[config.mk]
export PLATFORM = sky130hd
export DESIGN_NAME = mdio_phy_responder_flat
export DESIGN_NICKNAME = d
export VERILOG_FILES = /design/src/rtl/mdio_phy_responder_if.sv /design/src/rtl/mdio_phy_responder.sv /design/src/flat_wrapper.sv
export SDC_FILE = /design/constraint.sdc
export NUM_CORES = 1
export LEC_CHECK = 0
export CORE_ASPECT_RATIO = 0.5
export CORE_MARGIN = 8
export CORE_UTILIZATION = 60
export CTS_BUF_LIST = sky130_fd_sc_hd__clkbuf_16
export DETAILED_ROUTE_END_ITERATION = 10
export DONT_BUFFER_PORTS = 1
export GPL_ROUTABILITY_DRIVEN = 0
export GPL_TIMING_DRIVEN = 0
export PLACE_DENSITY = 0.76
export SYNTH_ARGS = -nofsm -noshare
export SYNTH_HDL_FRONTEND = slang
export SYNTH_SLANG_ARGS = --single-unit
[constraint.sdc]
create_clock -name clk -period 2.5 [get_ports clk]
set_input_delay 0.125 -clock clk [delete_from_list [all_inputs] [get_ports clk]]
set_output_delay 0.125 -clock clk [all_outputs]
set_load 0.01 [all_outputs]
[src/rtl/mdio_phy_responder_if.sv]
// MDIO PHY responder bus: the serial management pins plus the register-file
// side. The responder uses the slave modport; the controller/register-file side uses master.
interface mdio_phy_responder_if;
  logic        mdio_out;
  logic        mdio_oe;
  logic        mdio_in;
  logic        phy_oe;
  logic [4:0]  reg_addr;
  logic [15:0] reg_wr_data;
  logic        reg_wr_en;
  logic        reg_rd_en;
  logic [15:0] reg_rd_data;
  logic        busy;

  modport slave (
    input  mdio_out, mdio_oe, reg_rd_data,
    output mdio_in, phy_oe, reg_addr, reg_wr_data, reg_wr_en, reg_rd_en, busy
  );

  modport master (
    output mdio_out, mdio_oe, reg_rd_data,
    input  mdio_in, phy_oe, reg_addr, reg_wr_data, reg_wr_en, reg_rd_en, busy
  );
endinterface

[src/rtl/mdio_phy_responder.sv]
// Clause-22 MDIO PHY-side frame responder: decodes read/write frames on MDC.
// Optional MDIO_PREAMBLE_EN demands 32 preamble ones before the start bit.
module mdio_phy_responder #(
  parameter logic [4:0] PHY_ADDR = 5'd1
) (
  input  logic                 clk,
  input  logic                 reset,
  mdio_phy_responder_if.slave  bus
);

  typedef enum logic [2:0] {IDLE, START, HEADER, TA, WR_DATA, RD_DATA, SKIP} state_t;

  state_t      state, state_n;
  logic [4:0]  cnt, cnt_n;
  logic [15:0] shreg, shreg_n;
  logic        is_rd, is_rd_n;
  logic        mdio_in_q, mdio_in_n;
  logic        phy_oe_q, phy_oe_n;
  logic [4:0]  addr_q, addr_n;
  logic [15:0] wdata_q, wdata_n;
  logic        wr_en_q, wr_en_n;
  logic        rd_en_q, rd_en_n;
  logic        busy_q, busy_n;
  logic        start_ok;

  // cnt holds the number of the last edge consumed, so this is the current edge
  logic [5:0]  edge_num;
  logic [11:0] hdr;
  assign edge_num = {1'b0, cnt} + 6'd1;
  assign hdr      = {shreg[10:0], bus.mdio_out};

`ifdef MDIO_PREAMBLE_EN
  logic [4:0] pre_cnt, pre_cnt_n;
  logic       pre_ok, pre_ok_n;

  always_comb begin
    pre_cnt_n = '0;
    pre_ok_n  = 1'b0;
    if (state == IDLE && bus.mdio_oe && bus.mdio_out) begin
      pre_cnt_n = pre_cnt;
      pre_ok_n  = pre_ok;
      if (pre_cnt == 5'd31) pre_ok_n = 1'b1;
      else                  pre_cnt_n = pre_cnt + 5'd1;
    end
  end

  always_ff @(posedge clk or negedge reset) begin
    if (!reset) begin
      pre_cnt <= '0;
      pre_ok  <= 1'b0;
    end else begin
      pre_cnt <= pre_cnt_n;
      pre_ok  <= pre_ok_n;
    end
  end

  assign start_ok = pre_ok;
`else
  assign start_ok = 1'b1;
`endif

  always_comb begin
    state_n   = state;
    cnt_n     = cnt;
    shreg_n   = shreg;
    is_rd_n   = is_rd;
    mdio_in_n = mdio_in_q;
    phy_oe_n  = phy_oe_q;
    addr_n    = addr_q;
    wdata_n   = wdata_q;
    wr_en_n   = 1'b0;
    rd_en_n   = 1'b0;
    unique case (state)
      IDLE: begin
        if (bus.mdio_oe && !bus.mdio_out && start_ok) state_n = START;
      end
      START: begin
        if (!bus.mdio_oe) state_n = IDLE;
        else if (bus.mdio_out) begin
          state_n = HEADER;
          cnt_n   = 5'd2;
        end
      end
      HEADER: begin
        if (!bus.mdio_oe) state_n = IDLE;
        else begin
          shreg_n = {shreg[14:0], bus.mdio_out};
          cnt_n   = edge_num[4:0];
          if (edge_num == 6'd14) begin
            addr_n = hdr[4:0];
            if (hdr[9:5] != PHY_ADDR || hdr[11:10] == 2'b00 || hdr[11:10] == 2'b11)
              state_n = SKIP;
            else begin
              state_n = TA;
              is_rd_n = (hdr[11:10] == 2'b10);
              rd_en_n = (hdr[11:10] == 2'b10);
            end
          end
        end
      end
      TA: begin
        // Controller enable is not checked here: it releases the line on reads
        cnt_n = edge_num[4:0];
        if (edge_num == 6'd15) begin
          if (is_rd) begin
            shreg_n   = bus.reg_rd_data;
            phy_oe_n  = 1'b1;
            mdio_in_n = 1'b0;
          end
        end else if (is_rd) begin
          mdio_in_n = shreg[15];
          shreg_n   = {shreg[14:0], 1'b0};
          state_n   = RD_DATA;
        end else begin
          state_n = WR_DATA;
        end
      end
      WR_DATA: begin
        if (!bus.mdio_oe) state_n = IDLE;
        else begin
          shreg_n = {shreg[14:0], bus.mdio_out};
          cnt_n   = edge_num[4:0];
          if (edge_num == 6'd32) begin
            wdata_n = {shreg[14:0], bus.mdio_out};
            wr_en_n = 1'b1;
            state_n = IDLE;
          end
        end
      end
      RD_DATA: begin
        cnt_n = edge_num[4:0];
        if (edge_num == 6'd32) begin
          phy_oe_n  = 1'b0;
          mdio_in_n = 1'b1;
          state_n   = IDLE;
        end else begin
          mdio_in_n = shreg[15];
          shreg_n   = {shreg[14:0], 1'b0};
        end
      end
      SKIP: begin
        cnt_n = edge_num[4:0];
        if (edge_num == 6'd32) state_n = IDLE;
      end
      default: state_n = IDLE;
    endcase
    if (state_n == IDLE) cnt_n = '0;
    busy_n = (state_n != IDLE) && (state_n != START);
  end

  always_ff @(posedge clk or negedge reset) begin
    if (!reset) begin
      state     <= IDLE;
      cnt       <= '0;
      shreg     <= '0;
      is_rd     <= 1'b0;
      mdio_in_q <= 1'b1;
      phy_oe_q  <= 1'b0;
      addr_q    <= '0;
      wdata_q   <= '0;
      wr_en_q   <= 1'b0;
      rd_en_q   <= 1'b0;
      busy_q    <= 1'b0;
    end else begin
      state     <= state_n;
      cnt       <= cnt_n;
      shreg     <= shreg_n;
      is_rd     <= is_rd_n;
      mdio_in_q <= mdio_in_n;
      phy_oe_q  <= phy_oe_n;
      addr_q    <= addr_n;
      wdata_q   <= wdata_n;
      wr_en_q   <= wr_en_n;
      rd_en_q   <= rd_en_n;
      busy_q    <= busy_n;
    end
  end

  assign bus.mdio_in     = mdio_in_q;
  assign bus.phy_oe      = phy_oe_q;
  assign bus.reg_addr    = addr_q;
  assign bus.reg_wr_data = wdata_q;
  assign bus.reg_wr_en   = wr_en_q;
  assign bus.reg_rd_en   = rd_en_q;
  assign bus.busy        = busy_q;

endmodule

[src/flat_wrapper.sv]
// flat-port wrapper written by rule: the top's interface ports become plain ports
module mdio_phy_responder_flat 
#(
  parameter logic [4:0] PHY_ADDR = 5'd1
)
  (clk, reset, bus_mdio_out, bus_mdio_oe, bus_reg_rd_data, bus_mdio_in, bus_phy_oe, bus_reg_addr, bus_reg_wr_data, bus_reg_wr_en, bus_reg_rd_en, bus_busy);
  mdio_phy_responder_if bus_i ();
  input  logic clk;
  input  logic reset;
  input wire logic [$bits(bus_i.mdio_out)-1:0] bus_mdio_out;
  input wire logic [$bits(bus_i.mdio_oe)-1:0] bus_mdio_oe;
  input wire logic [$bits(bus_i.reg_rd_data)-1:0] bus_reg_rd_data;
  output wire logic [$bits(bus_i.mdio_in)-1:0] bus_mdio_in;
  output wire logic [$bits(bus_i.phy_oe)-1:0] bus_phy_oe;
  output wire logic [$bits(bus_i.reg_addr)-1:0] bus_reg_addr;
  output wire logic [$bits(bus_i.reg_wr_data)-1:0] bus_reg_wr_data;
  output wire logic [$bits(bus_i.reg_wr_en)-1:0] bus_reg_wr_en;
  output wire logic [$bits(bus_i.reg_rd_en)-1:0] bus_reg_rd_en;
  output wire logic [$bits(bus_i.busy)-1:0] bus_busy;
  assign bus_i.mdio_out = bus_mdio_out;
  assign bus_i.mdio_oe = bus_mdio_oe;
  assign bus_i.reg_rd_data = bus_reg_rd_data;
  assign bus_mdio_in = bus_i.mdio_in;
  assign bus_phy_oe = bus_i.phy_oe;
  assign bus_reg_addr = bus_i.reg_addr;
  assign bus_reg_wr_data = bus_i.reg_wr_data;
  assign bus_reg_wr_en = bus_i.reg_wr_en;
  assign bus_reg_rd_en = bus_i.reg_rd_en;
  assign bus_busy = bus_i.busy;
  mdio_phy_responder #(.PHY_ADDR(PHY_ADDR)) u_core (.clk(clk), .reset(reset), .bus(bus_i));
endmodule
# Word-level counts from Yosys, hierarchy flattened
# Cells that the tools add are included.
[totals]
ff_bits = 51
latchBits = 0
mem_bits_rw = 0
rom_bits = 0
mem_count = 0
[classes]
add_sub_neg = 1
multipliers = 0
div_mod_pow = 0
order_cmp = 0
eq_ne = 21
shift = 0
n_mux = 38
bitwise = 1
n_reduce_logical = 22
[op_table]
columns = ["op", "n"]
rows = [
  ["$mux W16", 5],
  ["$pmux W16 S3", 1],
  ["$mux W3", 9],
  ["$mux W5", 4],
  ["$pmux W3 S6", 1],
  ["$reduce_and A4 Y1", 4],
  ["$mux W1", 15],
  ["$pmux W5 S3", 1],
  ["$eq A6 B4 Y1 const B", 2],
  ["$eq A3 B3 Y1 const B", 3],
  ["$ne A2 B1 Y1 const B", 4],
  ["$add A5 B1 Y6 const B", 1],
  ["$eq A3 B2 Y1 const B", 2],
  ["$eq A6 B6 Y1 const B", 1],
  ["$logic_not A3 Y1", 2],
  ["$ne A3 B1 Y1 const B", 2],
  ["$ne A3 B2 Y1 const B", 2],
  ["$reduce_and A3 Y1", 2],
  ["$reduce_bool A3 Y1", 2],
  ["$ne A5 B1 Y1 const B", 1],
  ["$eq A2 B2 Y1 const B", 2],
  ["$pmux W1 S2", 2],
  ["$reduce_bool A4 Y1", 1],
  ["$reduce_or A2 Y1", 2],
  ["10 further kinds", 12],
]

# Longest topological paths before layout
[logic_depth]
word_depth = 10
mapped_depth = 8
ltp_nobuf = 7

# Worst setup path after synthesis
# OpenSTA, ideal clock, no wires.
[synth_path]
path_kind = "register -> register"
startpoint = "register u_core.cnt[0]"
endpoint = "register u_core.wdata_q[0] (netlist: u_core.bus.reg_wr_data[0])"
arrival_ps = 1858
required_time_ps = 2373
setup_slack_ps = 515
stages_incl_launch_ff = 6
path_buffers = 1
cell_sequence = "dfrtp_1 > ha_1 > nand3_1 > nor4_4 > buf_6 > mux2_1"
[synth_via]
elab_chain_len = 3
[synth_lines]
columns = ["element", "line", "text"]
rows = [
  ["start: declaration", "mdio_phy_responder.sv:14", "logic [4:0] cnt, cnt_n;"],
  ["start signal: assignment", "mdio_phy_responder.sv:166", "cnt <= cnt_n;"],
  ["$add A5 B1 Y6", "mdio_phy_responder.sv:29", "assign edge_num = {1'b0, cnt} + 6'd1;"],
  ["$eq A6 B6 Y1", "mdio_phy_responder.sv:123", "if (edge_num == 6'd32) begin"],
  ["$reduce_and A3 Y1 (no line)", "n/a", ""],
  ["end signal: assignment", "mdio_phy_responder.sv:172", "wdata_q <= wdata_n;"],
  ["end: declaration", "mdio_phy_responder.sv:20", "logic [15:0] wdata_q, wdata_n;"],
]
# No other way between the ends.
# A chain may end at the register's enable or synchronous reset.

# Worst setup path in the final report
[layout_path]
startpoint = "register u_core.state[2]"
endpoint = "register u_core.shreg[10]"
[layout_via]
elab_chain_len = 4
word_cells_on_any_way = 11
[layout_lines]
columns = ["element", "line", "text"]
rows = [
  ["start: declaration", "mdio_phy_responder.sv:13", "state_t state, state_n;"],
  ["start signal: assignment", "mdio_phy_responder.sv:165", "state <= state_n;"],
  ["$eq A3 B2 Y1 or $eq A3 B3 Y1 (tied branches)", "mdio_phy_responder.sv:73", "unique case (state)"],
  ["$reduce_or A2 Y1 (no line)", "n/a", ""],
  ["$ne A2 B1 Y1 (no line) or $reduce_bool A3 Y1 (tied branches)", "n/a", ""],
  ["$reduce_and A4 Y1 (no line)", "n/a", ""],
  ["end signal: assignment", "mdio_phy_responder.sv:167", "shreg <= shreg_n;"],
  ["end: declaration", "mdio_phy_responder.sv:15", "logic [15:0] shreg, shreg_n;"],
]
# Parallel ways exist; a longest one is shown, timed or not.

==> run summary <==
After detailed placement, the total cell area comes to 2720 sq um. Relative to the synthesized area, the layout overhead comes to 10.0%. The x dimension of the die was 110 microns; the hold violation total from the final report was 0.

After detailed routing, the average wire length per cell comes to 18.0 microns. The sink count of the clock tree is 51. The first detailed-routing pass took 4 iterations. The clock transition at the register clock pins on the worst setup and hold paths after CTS is 0.07 ns. The root buffer cell chosen for the clock tree is sky130_fd_sc_hd__clkbuf_16. At the pin with the least slew margin, the transition time is 0.750 ns. In this run the worst setup path terminates at u_core.shreg[10].

Using the TritonRoute via totals, the vias-per-cell ratio works out to 6.07. The logs give 0 for the final max-slew violation count and 1.38 nW for the reported leakage power. TritonCTS built the clock tree.

STA classifies the critical path startpoint as a register. The logs give 0.613 for the starting density of the core and 0.00415 ns for the worst setup skew after layout. In the final routing, the length of wire on met1 measures 2.54 mm. In the routed design, unresolved DRC markers number 0. The synthesized cell area is 2650 sq um, and the minimum period implied by the final worst setup slack is 2.36 ns. Ranked by instance count, the synthesized netlist is headed by sky130_fd_sc_hd__dfrtp_1, sky130_fd_sc_hd__nor2_1, sky130_fd_sc_hd__a21oi_1, sky130_fd_sc_hd__mux2i_1, sky130_fd_sc_hd__nand2_1. Among all flip-flop cells after synthesis, the most frequent one is sky130_fd_sc_hd__dfrtp_1. The run finished with clean final reports. The area of all placed cells without fillers is 2910 sq um, and the required time of the critical path is 2.64 ns. The most critical setup path has its startpoint at u_core.state[2].

The post-synthesis cell type count was 54; the number of nets in the layout was 282. The tool flagged a number of max-cap violations equal to 0. The reg-to-reg critical path startpoint was u_core.state[2]. Counting along the longest clock path gives a buffer depth of 2. The logs give 247 for the synthesized netlist cell count and 75 for the DRC marker count from the first detailed-route iteration.

The global router's overall resource usage came out at 0.169. The max-slew headroom at the worst pin came out at 0.497. The highest routed metal layer was met4. Summed over all layers, the global routing overflow is 0. The tools report the end of the worst register-to-register path as u_core.shreg[10]. Measured along the y axis, the die boundary spans 63.0 microns. The mean post-synth cell area came out at 10.7 sq um. Number of flip-flops and latches in the synthesized netlist: 51.

The sequential fraction of the synthesis area is 0.483. Number of antenna violations at the first check in global routing: 0. For the area of the core, the log shows 4320 sq um.

The share of layout cells above drive strength 1 works out to 0.151. The floorplan has 17 rows. STA classifies the critical path endpoint as a register. Synthesis produced a netlist with a net count of 272. The number of synthesized flops with an enable pin is 0. The worst hold path belongs to the class in -> reg. The worst register-to-register path has a depth of 7.

At the later pin of the worst-skew pair, clock insertion delay measures 0.29 ns. Setup repair after global routing left no endpoint under its margin. Entering global routing, the biggest net connects 52 pins.

The count of warnings emitted by yosys is 0, and the count of filler cells inserted in the layout is 322. sky130_fd_sc_hd__dfrtp_1 takes more of the synthesized area than any other cell. Number of setup violations in the final report: 0. Proportion of synthesized flip-flops having asynchronous set or reset: 1.00. Along the worst path, the maximum fanout reaches 10. The top-level I/O count was 46.

The first global-routing pass estimated 9.40 mm of wire. For the final routed database, the setup TNS stands at 0 ns. The repair_antennas step left the layout with diodes totalling 0. CTS built an H-tree with a depth of 2. After synthesis, the cell types taking the most area are sky130_fd_sc_hd__dfrtp_1, sky130_fd_sc_hd__mux2i_1, sky130_fd_sc_hd__mux2_2, sky130_fd_sc_hd__a21oi_1, sky130_fd_sc_hd__nor2_1. The type of the setup path with the least slack was reg -> reg. Once the clock tree was built, the resizer swapped 0 gates to a different size.

Dominant cell by count in the synthesized netlist: sky130_fd_sc_hd__dfrtp_1. The final worst-path cycle share works out to 0.943. The die area was 6920 sq um; the clock buffer count from CTS was 5. After clock tree synthesis, the setup repair step added 0 buffers. The routed design uses 512 microns of met3 wire. The worst supply voltage drop on vdd is 0.450 mV. The count of buffers inserted at the top-level ports was 0.

For this block, the routed nets add up to 5.66 mm of wire. STA puts the critical path data arrival time at 2.50 ns. The tools report the wire length on met2 as 2.52 mm. Dividing total power by cell area gives a power density of 748 nW/um^2. For the number of global-route vias before repair, the log shows 1,824. The count of nets left with antenna violations once routing finished came out at 0. Detailed-placement wirelength estimate: 4.08 mm. The top-area cell type share of the netlist area was 0.473.

Timing would allow up to 424 MHz. The routed layout has 1,912 vias. The tools report the register-to-register path setup slack as 0.14 ns.
==> timing repair <==
item / CTS / global route
endpoints found under the setup margin: 0 / 5
hold endpoints to repair: 53 / 0
hold buffers: 3 / 0
==> state kept, by name, summed over array words and instances, names as in the netlist <==
| signal | cells |
|---|---|
| u_core.bus.busy | 1 |
| u_core.bus.mdio_in | 1 |
| u_core.bus.phy_oe | 1 |
| u_core.bus.reg_addr | 5 |
| u_core.bus.reg_rd_en | 1 |
| u_core.bus.reg_wr_data | 16 |
| u_core.bus.reg_wr_en | 1 |
| u_core.cnt | 5 |
| u_core.is_rd | 1 |
| u_core.shreg | 16 |
| u_core.state | 3 |
==> logic make-up after synthesis <==
group           share of synthesized area
flops                               0.483
xor+xnor                          0.00662
fa+ha+maj                          0.0237
mux                                 0.142
buf+inv                            0.0440
simple gates                        0.146
compound gates                      0.155
==> through the flow <==
stage	instances	hold WS [ns]	utilization	setup slack (ns)	total power, W
CTS	315	0.0448	0.674	0.195	0.00220
floorplan	247	-0.171	-	0.515	0.00139
global route	315	0.0563	0.674	0.0198	0.00229
detailed placement	304	-0.169	0.629	0.200	0.00150
global placement	304	-0.169	0.629	0.217	0.00147
finish	315	0.0458	0.674	0.142	0.00218
==> critical path, cell delays in order, from the launching register on <==
cell                       delay, ns
sky130_fd_sc_hd__dfrtp_1        0.43
sky130_fd_sc_hd__buf_2          0.24
sky130_fd_sc_hd__inv_1          0.15
sky130_fd_sc_hd__ha_1           0.31
sky130_fd_sc_hd__o21ai_0        0.12
sky130_fd_sc_hd__a211oi_2       0.35
sky130_fd_sc_hd__clkbuf_1       0.43
sky130_fd_sc_hd__o221ai_1       0.18
==> final cells by class <==
| cell class | instances | area, sq um | share of cell area |
|---|---|---|---|
| Timing Repair Buffer | 3 | 47.5 | 0.0163 |
| Tap cell | 57 | 71.3 | 0.0245 |
| Clock inverter | 3 | 21.3 | 0.00731 |
| Inverter | 10 | 37.5 | 0.0129 |
| Clock buffer | 5 | 125 | 0.0430 |
| Sequential cell | 51 | 1280 | 0.439 |
| Multi-Input combinational cell | 175 | 1250 | 0.430 |
| Buffer | 11 | 78.8 | 0.0271 |
==> worst min path at each step <==
| stage | from | endpoint | slack (ns) | depth (start not counted) |
|---|---|---|---|---|
| finish | bus_reg_rd_data[12] | u_core.shreg[12] | 0.05 | 2 |
| global route | bus_reg_rd_data[12] | u_core.shreg[12] | 0.06 | 2 |
| CTS | bus_reg_rd_data[12] | u_core.shreg[12] | 0.04 | 2 |
| detailed placement | reset | u_core.bus.reg_wr_en | -0.17 | 0 |
| global placement | reset | u_core.bus.reg_wr_data[15] | -0.17 | 0 |
| floorplan | reset | u_core.bus.busy | -0.17 | 0 |
==> metal layers <==
| layer | vias up | GRT usage |
|---|---|---|
| met3 | 13 | 0.0710 |
| met2 | 74 | 0.239 |
| met5 | - | 0 |
| met4 | 0 | 0.0501 |
| met1 | 927 | 0.228 |
| li1 | 898 | - |
==> power breakdown <==
part,switching [W],leakage [nW],total [W],internal [W]
Clock,0.000296,0.0752,0.000667,0.000371
Combinational,0.000227,0.654,0.000397,0.000170
Sequential,0.000145,0.651,0.00111,0.000969
==> cells in the final DEF, fill, tap and decap left out, types with 3 or more instances in the layout <==
cell | synthesis | routed
sky130_fd_sc_hd__buf_6 | 3 | 3
sky130_fd_sc_hd__ha_1 | 5 | 5
sky130_fd_sc_hd__a21oi_1 | 23 | 23
sky130_fd_sc_hd__and3_1 | 3 | 3
sky130_fd_sc_hd__mux2i_1 | 14 | 14
sky130_fd_sc_hd__o21ai_0 | 10 | 10
sky130_fd_sc_hd__nor3_1 | 3 | 3
sky130_fd_sc_hd__clkbuf_16 | 0 | 5
sky130_fd_sc_hd__nand2b_1 | 4 | 4
sky130_fd_sc_hd__a31oi_1 | 4 | 4
sky130_fd_sc_hd__nor2_1 | 28 | 28
sky130_fd_sc_hd__o211ai_1 | 3 | 3
sky130_fd_sc_hd__mux2_1 | 9 | 9
sky130_fd_sc_hd__dfrtp_1 | 50 | 50
sky130_fd_sc_hd__mux2_2 | 12 | 12
sky130_fd_sc_hd__inv_1 | 9 | 10
sky130_fd_sc_hd__nand3_1 | 6 | 6
sky130_fd_sc_hd__clkbuf_1 | 4 | 4
sky130_fd_sc_hd__nand2_1 | 13 | 13
No activity file was read; power rests on OpenSTA's default activity.
